<file path="src/rtl/iq_demixer.sv">
//----------------------------------------------------------------------------
// Module      : iq_demixer
// Description : Receive-side IQ demixer. Multiplies a real 15-bit sample
//               stream by ternary I/Q LO codes, integrates-and-dumps over
//               DECIM accepted samples and presents one decimated signed
//               I/Q pair per window through a valid/ready output register.
// Options     : define DEMIX_SAT_EN to saturate the narrowed result to
//               [-16384, +16383]; otherwise the result wraps to 15 bits.
// Ports       : clock, reset      - rising-edge clock, sync active-high reset
//               in_valid          - demix_in / LO_i / LO_q valid this cycle
//               demix_in [14:0]   - signed real input sample
//               LO_i, LO_q [1:0]  - LO codes: [1] -> -x, else [0] -> +x, else 0
//               sync_clr          - restart integration window
//               out_i, out_q      - signed decimated I/Q result
//               out_valid         - result held in the output register
//               out_ready         - consumer accepts when valid && ready
//               overrun           - sticky: a window result was dropped
// Revision    : 1.0 - initial release
//----------------------------------------------------------------------------
`default_nettype none

module iq_demixer #(
  parameter int DECIM      = 8,
  parameter int LOG2_DECIM = 3
) (
  input  logic               clock,
  input  logic               reset,
  input  logic               in_valid,
  input  logic signed [14:0] demix_in,
  input  logic        [1:0]  LO_i,
  input  logic        [1:0]  LO_q,
  input  logic               sync_clr,
  output logic signed [14:0] out_i,
  output logic signed [14:0] out_q,
  output logic               out_valid,
  input  logic               out_ready,
  output logic               overrun
);

  // Wide enough that DECIM products of magnitude up to 16384 never wrap.
  localparam int c_ACC_W = 16 + LOG2_DECIM;
  localparam logic [LOG2_DECIM-1:0] c_CNT_LAST = LOG2_DECIM'(DECIM - 1);

  // Ternary LO multiply. The sample is widened before negation so that
  // -(-16384) is representable.
  function automatic logic signed [15:0] lo_mix(input logic [1:0]         code,
                                                input logic signed [15:0] x);
    if (code[1])      return -x;
    else if (code[0]) return x;
    else              return 16'sd0;
  endfunction

`ifdef DEMIX_SAT_EN
  localparam logic signed [c_ACC_W-1:0] c_SAT_MAX = c_ACC_W'(16383);
  localparam logic signed [c_ACC_W-1:0] c_SAT_MIN = -c_ACC_W'(16384);

  function automatic logic signed [14:0] narrow(input logic signed [c_ACC_W-1:0] v);
    if (v > c_SAT_MAX)      return 15'sh3FFF;
    else if (v < c_SAT_MIN) return 15'sh4000;
    else                    return 15'(v);
  endfunction
`else
  // Two's-complement wrap: +16384 becomes -16384.
  function automatic logic signed [14:0] narrow(input logic signed [c_ACC_W-1:0] v);
    return 15'(v);
  endfunction
`endif

  logic signed [15:0]         w_x16;
  logic signed [c_ACC_W-1:0]  w_prod_i;
  logic signed [c_ACC_W-1:0]  w_prod_q;
  logic signed [c_ACC_W-1:0]  w_sum_i;
  logic signed [c_ACC_W-1:0]  w_sum_q;
  logic signed [c_ACC_W-1:0]  w_shift_i;
  logic signed [c_ACC_W-1:0]  w_shift_q;
  logic signed [14:0]         w_res_i;
  logic signed [14:0]         w_res_q;
  logic                       w_dump;

  logic signed [c_ACC_W-1:0]  r_acc_i;
  logic signed [c_ACC_W-1:0]  r_acc_q;
  logic [LOG2_DECIM-1:0]      r_cnt;
  logic signed [14:0]         r_out_i;
  logic signed [14:0]         r_out_q;
  logic                       r_out_valid;
  logic                       r_overrun;

  assign w_x16     = {demix_in[14], demix_in};
  assign w_prod_i  = c_ACC_W'(lo_mix(LO_i, w_x16));
  assign w_prod_q  = c_ACC_W'(lo_mix(LO_q, w_x16));
  assign w_sum_i   = r_acc_i + w_prod_i;
  assign w_sum_q   = r_acc_q + w_prod_q;
  assign w_shift_i = w_sum_i >>> LOG2_DECIM;
  assign w_shift_q = w_sum_q >>> LOG2_DECIM;
  assign w_res_i   = narrow(w_shift_i);
  assign w_res_q   = narrow(w_shift_q);

  // A window closes on its DECIM-th accepted sample unless sync_clr
  // discards that sample and restarts the window instead.
  assign w_dump = in_valid && !sync_clr && (r_cnt == c_CNT_LAST);

  // Integrate-and-dump accumulators and window counter.
  always_ff @(posedge clock) begin
    if (reset) begin
      r_acc_i <= '0;
      r_acc_q <= '0;
      r_cnt   <= '0;
    end else if (sync_clr || w_dump) begin
      r_acc_i <= '0;
      r_acc_q <= '0;
      r_cnt   <= '0;
    end else if (in_valid) begin
      r_acc_i <= w_sum_i;
      r_acc_q <= w_sum_q;
      r_cnt   <= r_cnt + LOG2_DECIM'(1);
    end
  end

  // Output register. A dump replaces a result being accepted in the same
  // cycle; a dump into an unaccepted result is dropped and flagged.
  always_ff @(posedge clock) begin
    if (reset) begin
      r_out_i     <= '0;
      r_out_q     <= '0;
      r_out_valid <= 1'b0;
      r_overrun   <= 1'b0;
    end else if (w_dump) begin
      if (!r_out_valid || out_ready) begin
        r_out_i     <= w_res_i;
        r_out_q     <= w_res_q;
        r_out_valid <= 1'b1;
      end else begin
        r_overrun   <= 1'b1;
      end
    end else if (r_out_valid && out_ready) begin
      r_out_valid <= 1'b0;
    end
  end

  assign out_i     = r_out_i;
  assign out_q     = r_out_q;
  assign out_valid = r_out_valid;
  assign overrun   = r_overrun;

endmodule

`default_nettype wire

</file>
<file path="config.mk">
export PLATFORM = sky130hd
export DESIGN_NAME = iq_demixer
export DESIGN_NICKNAME = d
export VERILOG_FILES = /design/src/rtl/iq_demixer.sv
export SDC_FILE = /design/constraint.sdc
export NUM_CORES = 1
export LEC_CHECK = 0
export CORE_MARGIN = 3
export CORE_UTILIZATION = 50
export DETAILED_ROUTE_END_ITERATION = 6
export HOLD_SLACK_MARGIN = 0.12
export PLACE_DENSITY = 0.72
export SYNTH_ARGS = -nofsm -noshare
export SYNTH_HDL_FRONTEND = slang
export SYNTH_SLANG_ARGS = --single-unit
</file>
<file path="constraint.sdc">
create_clock -name clock -period 5.2 [get_ports clock]
set_input_delay 1.04 -clock clock [delete_from_list [all_inputs] [get_ports clock]]
set_output_delay 1.04 -clock clock [all_outputs]
set_load 0.02 [all_outputs]
</file>
Word level (Yosys, flattened, before mapping)
Cells that the tools add are included.
W data, S select, Z words.
{ "totals": {"input_bits": 24, "ff_bits": 73} }
{ "classes": {"n_eq_ne": 2, "bitwise_logic": 1, "add_sub_neg": 4, "reduce_logical": 12, "n_mux": 7} }
{ "ops": {"columns": ["cell", "count"], "rows": [
  ["$mux W16", 4],
  ["$add A19 B16 Y19", 2],
  ["$neg A15 Y16", 1],
  ["$reduce_and A2 Y1", 3],
  ["$add A3 B1 Y3 const B", 1],
  ["$eq A3 B3 Y1 const B", 1],
  ["$logic_and A1 B1 Y1", 3],
  ["$mux W1", 3],
  ["$logic_not A1 Y1", 2],
  ["$logic_or A1 B1 Y1", 2],
  ["$ne A2 B1 Y1 const B", 1],
  ["$reduce_bool A2 Y1", 1],
  ["$reduce_or A2 Y1", 1],
  ["$not A1 Y1", 1]
]} }

Depth between registers and ports, before layout
Gate-level depths: netlist of run 1.
{ "depth": {"word_depth": 5, "depth_mapped": 18} }

Least setup slack after synthesis of run 1
OpenSTA, ideal clock, no wires.
{ "synth_timing": {"path_type": "in2reg", "from": "input port demix_in[0]", "to": "register r_acc_q[17]", "required_ps": 5142, "path_buffers": 1, "setup_slack_ps": 584, "stages": 17, "t_arrival_ps": 4558, "path_cell_list": "inv_1 -> ha_1 -> or3b_4 -> or3_1 -> buf_2 -> or3_4 -> nor3_4 -> a21o_1 -> nand2_1 -> o31ai_1 -> ha_1 -> and2_1 -> a311o_1 -> a311oi_1 -> o211ai_1 -> a211o_1 -> nand2_1"} }
{ "synth_between": {"elab_chain_len": 3, "word_cells_on_any_way": 4} }
{ "synth_rtl": {"columns": ["element", "line", "text"], "rows": [
  ["start: declaration", "29", "input logic signed [14:0] demix_in,"],
  ["$neg A15 Y16 / $mux W16 (equally long branches)", "48, 49", null],
  ["$mux W16 (*)", "48", "if (code[1]) return -x;"],
  ["$add A19 B16 Y19 (*)", "92", "assign w_sum_q = r_acc_q + w_prod_q;"],
  ["end signal: assignment", "114", "r_acc_q <= w_sum_q;"],
  ["end: declaration", "81", "logic signed [c_ACC_W-1:0] r_acc_q;"]
]} }
Mark *: on every way between the ends. The rest lies on a longest branch, timed or not.
A chain may end at the register's enable or synchronous reset.

Final worst setup path of run 1
Same ends and word-level chain as after synthesis.

==> reports/qor.csv, run 1 <==
metric;value;unit
start_util;52.46;%
hold_path_depth;2;
reg2reg_from;r_acc_i[0];
cts_made_buffers;9;
routed_wl;12720;um
groute.layer.met3.usage;4.103;%
antenna_left;0;
die_y;105.6;um
nets;764;
cts_hold_buf;0;
start_kind;input port;
intPower;0.8437;mW
worstMarginPinSlew;0.9568;ns
p_leak;2.429;nW
power.density;212.3;nW/um^2
crit_type;input port to flip-flop;
min_period;4.881;ns
swShare;32.21;%
cts_tree;yes;
hold_viol_final;0;
fin_skew;0.01894;ns
die_area;11160;sq um
ff2ff_path_depth;10;
core.rowCount;35;
synth_cell_types;62;
clk_path_buf_depth;2;
grt.met2_usage;38.52;%
drtIter0Drc;195;
vias;4721;
worstSetupEndpointType;flip-flop;
syn_inst;647;
comb_power_share;22.3;%
postLayoutCoreUtil;61.98;%
postSynthNetCount;710;
min_from;out_i[3];
die-width;105.6;um
clock-sinks;71;
design.core.area;9459;sq um
yosysSeqAreaShare;28.64;%
port_buffers;55;
synth-seq-cells;71;
grt_overflow_total;0;
syn_area_per_cell;7.670;sq um
gp_congestion;0.9240;
cts_setup_buffers;0;
r2r_setup_slack;2.49;ns
cts_resized;0;
grtUsageMet1;31.18;%
synth-warning-count;0;
slew_headroom;36.06;%
grt_busiest_layer;met2;
dpl.hpwl;9550;um
hold_end;out_i[3];
ctsRootBufferMaster;clkbuf_8;
timing.setup.tns;0;ns
first_global_vias;4394;
synthArstFlopShare;0;%
syn_area;4962;sq um
worstSkewPairLatency;0.36;ns
grt_max_degree;39;
required;5.51;ns
rsz0062_at_grt;false;
viasPerCell;5.654;
crit_fanout;5;
ir_worst_vdd;0.0001533;V
first_pass_iters;5;
drt-wirelength-per-cell;15.23;um
power.share.clock;32.5;%
htreeDepth;3;
hold_class;flip-flop to flip-flop;
r2r-end;r_acc_i[16];
area_growth;18.15;%
grt_pass1_wl;21130;um
setup-violations-final;0;
status;finished clean;
power_frac_seq;45.2;%
synth-edff-count;0;
slew_violations;0;
arrival;5.19;ns
io_pins;56;
p_sw;0.4008;mW
period_share;93.87;%
maxCapViolations;0;
drc;0;
max_clock_freq;204.9;MHz
insertedDiodeCount;0;
ys.flop_type;dfxtp_1;
antenna_found_initial;0;
drive_gt1_share;6.657;%
clk_pin_slew;0.09;ns
fillers;877;
grt_usage;23.21;%
==> cell type report <==
type	count	area [sq um]	area share, %
clock inverter	7	47.55	0.8109
timing repair buffer	76	703.2	11.99
sequential	71	1421	24.24
multi-input combinational	527	3346	57.06
inverter	16	60.06	1.024
clock buffer	9	123.9	2.113
tap	129	161.4	2.753
==> logic make-up (layout without fill, tap and decap cells) <==
logic type                 Yosys count  after routing  share of synthesized area (%)
AOI/OAI and AO/OA                  175            175                          21.38
xor gates and xnor gates            39             39                          7.161
adders and majority gates           39             39                          10.14
buffers and inverters               49            108                          3.933
DFF                                 71             71                          28.64
muxes                               26             26                          5.245
and+or+nand+nor                    248            248                          23.50
==> Yosys cell counts, drive strengths merged, types with 3 or more instances <==
cell,count,share of area [%]
xnor2,21,3.7
o31ai,6,0.91
a211oi,8,1.2
nand4,4,0.50
o21a,5,0.76
nand2b,8,1.0
dfxtp,71,29
xor2,17,3.0
a31oi,5,0.63
inv,15,1.1
nor2b,6,0.76
o21ai,50,5.0
nor3,12,1.5
buf,7,0.76
or4,4,0.61
nand2,105,7.9
a21oi,57,5.7
mux2i,26,5.2
clkbuf,26,2.0
nand4b,3,0.53
or3,6,0.86
ha,37,9.3
nand3,14,1.4
and2,3,0.38
o211ai,3,0.45
a21o,13,2.0
o22ai,7,0.88
nand3b,11,1.7
nor2,61,4.6
==> cell usage in the layout, fill, tap and decap left out, types with 10 or more instances in the layout <==
master	count
ha_1	37
inv_1	15
mux2i_1	26
o21ai_0	49
xnor2_1	21
clkdlybuf4s50_1	54
nand3b_1	11
dfxtp_1	71
nor3_1	10
xor2_1	17
buf_4	21
nor2_1	61
nand3_1	14
nand2_1	105
a21oi_1	57
a21o_1	13
==> power groups by stage <==
stage | logic (mW) | registers (mW) | clock network (mW)
after global placement | 0.268 | 0.575 | 0
final | 0.278 | 0.562 | 0.405
after global routing | 0.310 | 0.564 | 0.438
after detailed placement | 0.274 | 0.575 | 0
after floorplan | 0.197 | 0.573 | 0
after CTS | 0.276 | 0.562 | 0.416
==> worst max-delay path, stage by stage <==
cell and delay [ns]:
clkdlybuf4s50_1 0.44, inv_1 0.10, ha_1 0.17, or3b_4 0.38
or3_1 0.41, or3_4 0.37, nor3_4 0.12, a21o_1 0.13
nand2_1 0.05, o31ai_1 0.08, ha_1 0.32, and2_1 0.20
a311o_1 0.38, a311oi_1 0.43, o211ai_1 0.19, a211o_1 0.32
nand2_1 0.06
==> stage by stage <==
step	std cells	setup WS, ns	cell area [sq um]	power [mW]	hold slack (ns)
3_3_place_gp	819	0.06788	5692	0.8421	0.4434
4_1_cts	835	0.3584	5863	1.254	0.4592
3_5_place_dp	819	-0.01710	5692	0.8495	0.4485
6_report	835	0.3188	5863	1.245	0.4556
2_1_floorplan	647	0.5840	4962	0.7694	0.4453
5_1_grt	835	0.005365	5863	1.312	0.4734
==> how the worst max path moves through the flow <==
stage                     start           to  slack, ns  cells past startpoint
finish              demix_in[0]  r_acc_q[17]       0.32                     17
global route        demix_in[0]  r_acc_i[16]      0.005                     19
CTS                 demix_in[0]  r_acc_q[17]       0.36                     17
detailed placement  demix_in[0]  r_acc_q[17]      -0.02                     17
global placement    demix_in[0]  r_acc_q[17]       0.07                     17
floorplan           demix_in[0]  r_acc_q[17]       0.58                     17
==> sequential cells by signal, indices dropped and copies added (netlist names) <==
| name | cells |
|---|---|
| r_acc_i | 18 |
| r_acc_q | 18 |
| out_i | 15 |
| out_q | 15 |
| r_cnt | 3 |
| out_valid | 1 |
| overrun | 1 |
==> per-layer routing <==
layer,up-vias,wire [um],part of all wire (%)
met4,0,121,0.95
met3,10,693,5.4
met1,2204,5946,47
met2,101,5960,47
li1,2406,-,-
met5,-,0,0
No activity file was read; power rests on OpenSTA's default activity.
==> inputs of run 2 (changes only) <==
ABC_AREA = 1   (was not set)
CORE_UTILIZATION = 58   (was 50)
PLACE_DENSITY = 0.81   (was 0.72)
TNS_END_PERCENT = 100   (was not set)
==> reports/qor.csv, run 2 <==
metric;value;unit;change
start_util;60.12;%;+7.7 points
crit_chain;clkdlybuf4s50_1, inv_1, ha_1, nand4_2, nor2_1, nand3_1, xor2_1, a21boi_0, ha_1, inv_1, o21bai_1, or2_0, a21oi_1, nand2_1, nand2_1, nand3_1, nand2_1, inv_1;;
holdWs;0.4746;ns;+0.01899 ns
synthTopCellsByCount;nand2_1, nor2_1, inv_1, nand3_1, dfxtp_1;;
drt-wirelength-per-cell;14.29;um;-6.2%
design.core.area;8806;sq um;-6.9%
multi_input_area;3296;sq um;-1.5%
clock-sinks;71;;unchanged
layout_commonest_cell;nand2_1;;
rsz0062_at_grt;false;;
wl_met1;5825;um;-2.0%
maxCapViolations;0;;unchanged
grt_usage;28.43;%;+5.2 points
hold_viol_final;0;;unchanged
worstSkewPairLatency;0.35;ns;about the same
routed_wl;14350;um;+13%
die_area;10310;sq um;-7.6%
drc;0;;unchanged
drive_gt1_share;5.804;%;-0.85 points
cts_tree;yes;;
start_kind;input port;;
yosysMostFrequentCell;nand2_1;;
setup-violations-final;0;;unchanged
intPower;0.8986;mW;+6.5%
r2r-end;r_acc_q[2];;
io_pins;56;;unchanged
timing.setup.tns;0;ns;unchanged
max_clock_freq;257.8;MHz;+26%
p_sw;0.4281;mW;+6.8%
routed-wl-met3;736;um;+6.2%
placed_cells;988;;+21%
critPathTopFamily;simple AND/OR/NAND/NOR gates;;
fillers;783;;-11%
arrival;4.13;ns;-1.06 ns
htreeDepth;3;;unchanged
crit_type;input port to flip-flop;;
gp_congestion;0.9962;;+7.8%
cts_setup_buffers;0;;unchanged
synth-seq-cells;71;;unchanged
yosys-top-cells-area;dfxtp_1, nand2_1, nor2_1;;
grt_pass1_wl;23480;um;+11%
required;5.45;ns;-0.06 ns
r2r_setup_slack;2.76;ns;+0.27 ns
crit_end;r_acc_q[15];;
worstMarginPinSlew;0.8943;ns;-0.06258 ns
crit_path_max_incr_delay;0.39;ns;-0.05 ns
die_y;101.5;um;-3.9%
cp.depth;18;;+1
grt_overflow_total;0;;unchanged
hold_class;flip-flop to flip-flop;;
core.rowCount;34;;-2.9%
slew_headroom;40.22;%;+4.2 points
first_pass_iters;5;;unchanged
top_regs;r_acc_i: 18 flops, r_acc_q: 18 flops;;
synth-edff-count;0;;unchanged
antenna_found_initial;0;;unchanged
clk_path_buf_depth;2;;unchanged
cts_resized;0;;unchanged
slowest_stage;clkdlybuf4s50_1;;
nets;954;;+25%
ff2ff_path_depth;7;;-3
period_share;74.60;%;-19 points
ys.flop_type;dfxtp_1;;
first_global_vias;5191;;+18%
yosys.area.top_type;dfxtp_1;;
top_layer;met4;;
syn_area_per_cell;6.287;sq um;-18%
postSynthNetCount;905;;+27%
clk_pin_slew;0.08;ns;about the same
status;finished clean;;
wl_met2;7462;um;+25%
reg2reg_from;r_cnt[0];;
synth_top_area_share;26.85;%;-1.8 points
syn_inst;842;;+30%
viasPerCell;5.422;;-4.1%
antenna_left;0;;unchanged
postLayoutCoreUtil;69.55;%;+7.6 points
dpl.hpwl;11160;um;+17%
ctsRootBufferMaster;clkbuf_8;;
crit_fanout;5;;unchanged
synth-warning-count;0;;unchanged
power_frac_seq;42.7;%;-2.5 points
power.share.clock;34.1;%;+1.6 points
comb_power_share;23.3;%;+1.0 points
synth_cell_types;40;;-35%
cts_made_buffers;9;;unchanged
final-seq-area;1421;sq um;unchanged
startpoint;demix_in[0];;
finalNonFillerCells;1004;;+20%
vias;5444;;+15%
area_growth;15.69;%;
ir_worst_vdd;0.0001169;V;-24%
syn_area;5294;sq um;+6.7%
grt_max_degree;61;;+56%
synthArstFlopShare;0;%;unchanged
swShare;32.27;%;+0.065 points
cts_hold_buf;0;;unchanged
crit_buf_inv;4;;+2
total_power;1.327;mW;+6.6%
die-width;101.5;um;-3.9%
p_leak;3.234;nW;+33%
drtIter0Drc;306;;+57%
insertedDiodeCount;0;;unchanged
yosysSeqAreaShare;26.85;%;-1.8 points
port_buffers;55;;unchanged
fin_skew;0.007704;ns;-0.01124 ns
min_period;3.879;ns;-1.002 ns
slew_violations;0;;unchanged
worstSetupEndpointType;flip-flop;;
most-common-layout-cells;nand2_1, nor2_1, inv_1;;
power.density;216.6;nW/um^2;+2.1%
==> run 2: how the worst min path moves through the flow <==
stage                           from    endpoint  slack [ns]  depth (start not counted)
final                        overrun     overrun        0.47                          2
after global routing      r_acc_i[0]  r_acc_i[0]        0.51                          2
after CTS                 r_acc_q[0]  r_acc_q[0]        0.48                          2
after detailed placement  r_acc_q[0]  r_acc_q[0]        0.46                          2
after global placement       overrun     overrun        0.45                          2
after floorplan             r_cnt[1]    r_cnt[1]        0.44                          2
==> run 2: cells by family (layout without fill, tap and decap cells) <==
family | Yosys count | after routing | synth area share [%]
and+or+nand+nor | 420 | 420 | 34.06
AOI/OAI and AO/OA | 138 | 138 | 14.96
buffers and inverters | 152 | 206 | 10.99
adders and majority gates | 39 | 39 | 9.501
xor gates and xnor gates | 22 | 22 | 3.640
DFF | 71 | 71 | 26.85
==> run 2: layer usage <==
metal	vias to the layer above	GRT usage, %
li1	2799	-
met1	2460	32.15
met2	156	53.12
met3	29	4.545
met4	0	10.74
met5	-	0
==> run 2: area by class of cell <==
class	instances	area share, %
multi-input combinational	619	53.81
sequential	71	23.21
timing repair buffer	61	9.642
inverter	129	7.906
clock buffer	10	2.247
tap	108	2.206
clock inverter	6	0.9806
==> run 2: through the flow <==
step / area, sq um / setup slack [ns]
floorplan: 5294 / 1.916
detailed placement: 5927 / 1.014
global route: 6125 / 1.088
CTS: 6125 / 1.369
global placement: 5927 / 1.056
finish: 6125 / 1.321
==> run 2: power groups by stage <==
| stage | Combinational, mW | Sequential (mW) | Clock (mW) |
|---|---|---|---|
| final | 0.309 | 0.566 | 0.452 |
| after global routing | 0.345 | 0.567 | 0.492 |
| after CTS | 0.304 | 0.566 | 0.465 |
| after detailed placement | 0.303 | 0.579 | 0 |
| after global placement | 0.293 | 0.578 | 0 |
| after floorplan | 0.220 | 0.576 | 0 |
==> run 2: worst min-delay path, cell delays in order (launching register included) <==
cell	delay, ns
dfxtp_1	0.33
a21oi_1	0.04
nor2_1	0.07
==> inputs of run 3 (changes only) <==
clock period = 3.7 ns   (was 5.2 ns; I/O delays follow)
==> reports/qor.csv, run 3 (same netlist as run 2, synthesis figures left out) <==
metric;value;unit;change
period_share;94.03;%;
worstSetupEndpointType;flip-flop;;
ctsRootBufferMaster;clkbuf_8;;
htreeDepth;3;;unchanged
first_global_vias;5416;;+4.3%
hold_viol_final;0;;unchanged
antenna_found_initial;0;;unchanged
drtIter0Drc;285;;-6.9%
postLayoutCoreUtil;70.86;%;+1.3 points
setup_ws;0.2210;ns;-1.100 ns
area_growth;17.87;%;
clk_pin_slew;0.08;ns;about the same
vias;5572;;+2.4%
crit_type;input port to flip-flop;;
preCtsSetupSlack;-0.1161;ns;-1.130 ns
fin_skew;0.01089;ns;+0.003184 ns
dpl.hpwl;11670;um;+4.5%
die_y;101.5;um;unchanged
viasPerCell;5.473;;+0.94%
clk_path_buf_depth;2;;unchanged
power.density;299.1;nW/um^2;+38%
antenna_left;0;;unchanged
p_leak;3.299;nW;+2.0%
cts_tree;yes;;
start_util;60.12;%;unchanged
fillers;782;;-0.13%
crit_fanout;5;;unchanged
min_period;3.479;ns;
cts_made_buffers;9;;unchanged
layout_commonest_cell;nand2_1;;
clock-sinks;71;;unchanged
slew_violations;0;;unchanged
most-common-layout-cells;nand2_1, nor2_1, inv_1;;
drive_gt1_share;7.692;%;+1.9 points
port_buffers;55;;unchanged
io_pins;56;;unchanged
maxCapViolations;0;;unchanged
die-width;101.5;um;unchanged
drc;0;;unchanged
drt-wirelength-per-cell;14.67;um;+2.7%
hold_class;flip-flop to flip-flop;;
top_regs;r_acc_i: 18 flops, r_acc_q: 18 flops;;
grt_usage;30.00;%;+1.6 points
arrival;3.74;ns;-0.39 ns
worstSkewPairLatency;0.36;ns;about the same
design.core.area;8806;sq um;unchanged
gp_congestion;1.002;;+0.59%
grt_overflow_total;0;;unchanged
routed_wl;14930;um;+4.1%
final-seq-area;1421;sq um;unchanged
start_kind;input port;;
setup-violations-final;0;;unchanged
worstMarginPinSlew;0.6329;ns;-0.2614 ns
first_pass_iters;5;;unchanged
grt_pass1_wl;24560;um;+4.6%
max_clock_freq;287.4;MHz;
die_area;10310;sq um;unchanged
insertedDiodeCount;0;;unchanged
multi_input_area;3314;sq um;+0.57%
total_power;1.866;mW;+41%
cts_setup_buffers;0;;unchanged
status;finished clean;;
slew_headroom;57.81;%;+18 points
core.rowCount;34;;unchanged
required;3.96;ns;-1.49 ns
grt_max_degree;59;;-3.3%
nets;968;;+1.5%
ir_worst_vdd;0.0002431;V;+110%
-- run 3: cell types whose count changed in the layout (fill, tap and decap cells not counted), sizes merged --
| cell | before | now |
|---|---|---|
| buf | 7 | 21 |
| clkinv | 4 | 5 |
| clkinvlp | 2 | 1 |
-- run 3: worst paths after layout --
| path | startpoint | endpoint | slack, ns | depth (start not counted) |
|---|---|---|---|---|
| min | r_cnt[2] | r_cnt[2] | 0.47 | 2 |
| max | demix_in[1] | r_acc_q[15] | 0.22 | 18 |
| min reg2reg | r_cnt[2] | r_cnt[2] | 0.47 | 2 |
| max reg2reg | r_acc_q[0] | r_acc_q[16] | 1.55 | 11 |
-- run 3: per-stage QoR --
stage / instance area, sq um / hold WS (ns) / std cells / setup TNS, ns
floorplan: 5294 / 0.4447 / 842 / 0
global placement: 6032 / 0.4516 / 1002 / -0.3064
finish: 6240 / 0.4742 / 1018 / 0
CTS: 6221 / 0.4714 / 1018 / 0
detailed placement: 6032 / 0.4612 / 1002 / -0.3686
global route: 6240 / 0.4959 / 1018 / -0.01370
-- run 3: worst max-delay path: stages --
cell and delay (ns):
clkdlybuf4s50_1 0.44, inv_1 0.10, ha_1 0.25, nand4_2 0.19, nor2_2 0.15, nand3_1 0.11
xor2_1 0.17, a21boi_0 0.26, ha_1 0.33, inv_1 0.11, o21bai_1 0.10, or2_0 0.23
a21oi_1 0.19, nand2_1 0.08, nand2_1 0.09, nand3_1 0.07, nand2_1 0.09, inv_1 0.04
-- run 3: layer usage --
layer,global-route usage (%),vias to the layer above,part of all wire (%)
li1,-,2824,-
met1,34.09,2524,41
met2,55.28,179,51
met3,5.165,45,5.2
met4,11.96,0,3.3
met5,0,-,0
-- run 3: final cells by class --
| cell class | count | area share (%) |
|---|---|---|
| multi-input combinational | 619 | 53.12 |
| sequential | 71 | 22.78 |
| timing repair buffer | 75 | 11.15 |
| inverter | 129 | 7.760 |
| tap | 108 | 2.166 |
| clock buffer | 10 | 2.045 |
| clock inverter | 6 | 0.9826 |
-- run 3: timing repair --
action | 4_1_cts | 5_1_grt
endpoints found under the setup margin | 0 | 4
resized for setup | 0 | 5
hold buffers | 0 | 0
-- run 3: report_power, final --
part | switching (mW) | total, mW | internal (mW)
Clock | 0.310 | 0.619 | 0.309
Sequential | 0.0129 | 0.796 | 0.783
Combinational | 0.287 | 0.451 | 0.164
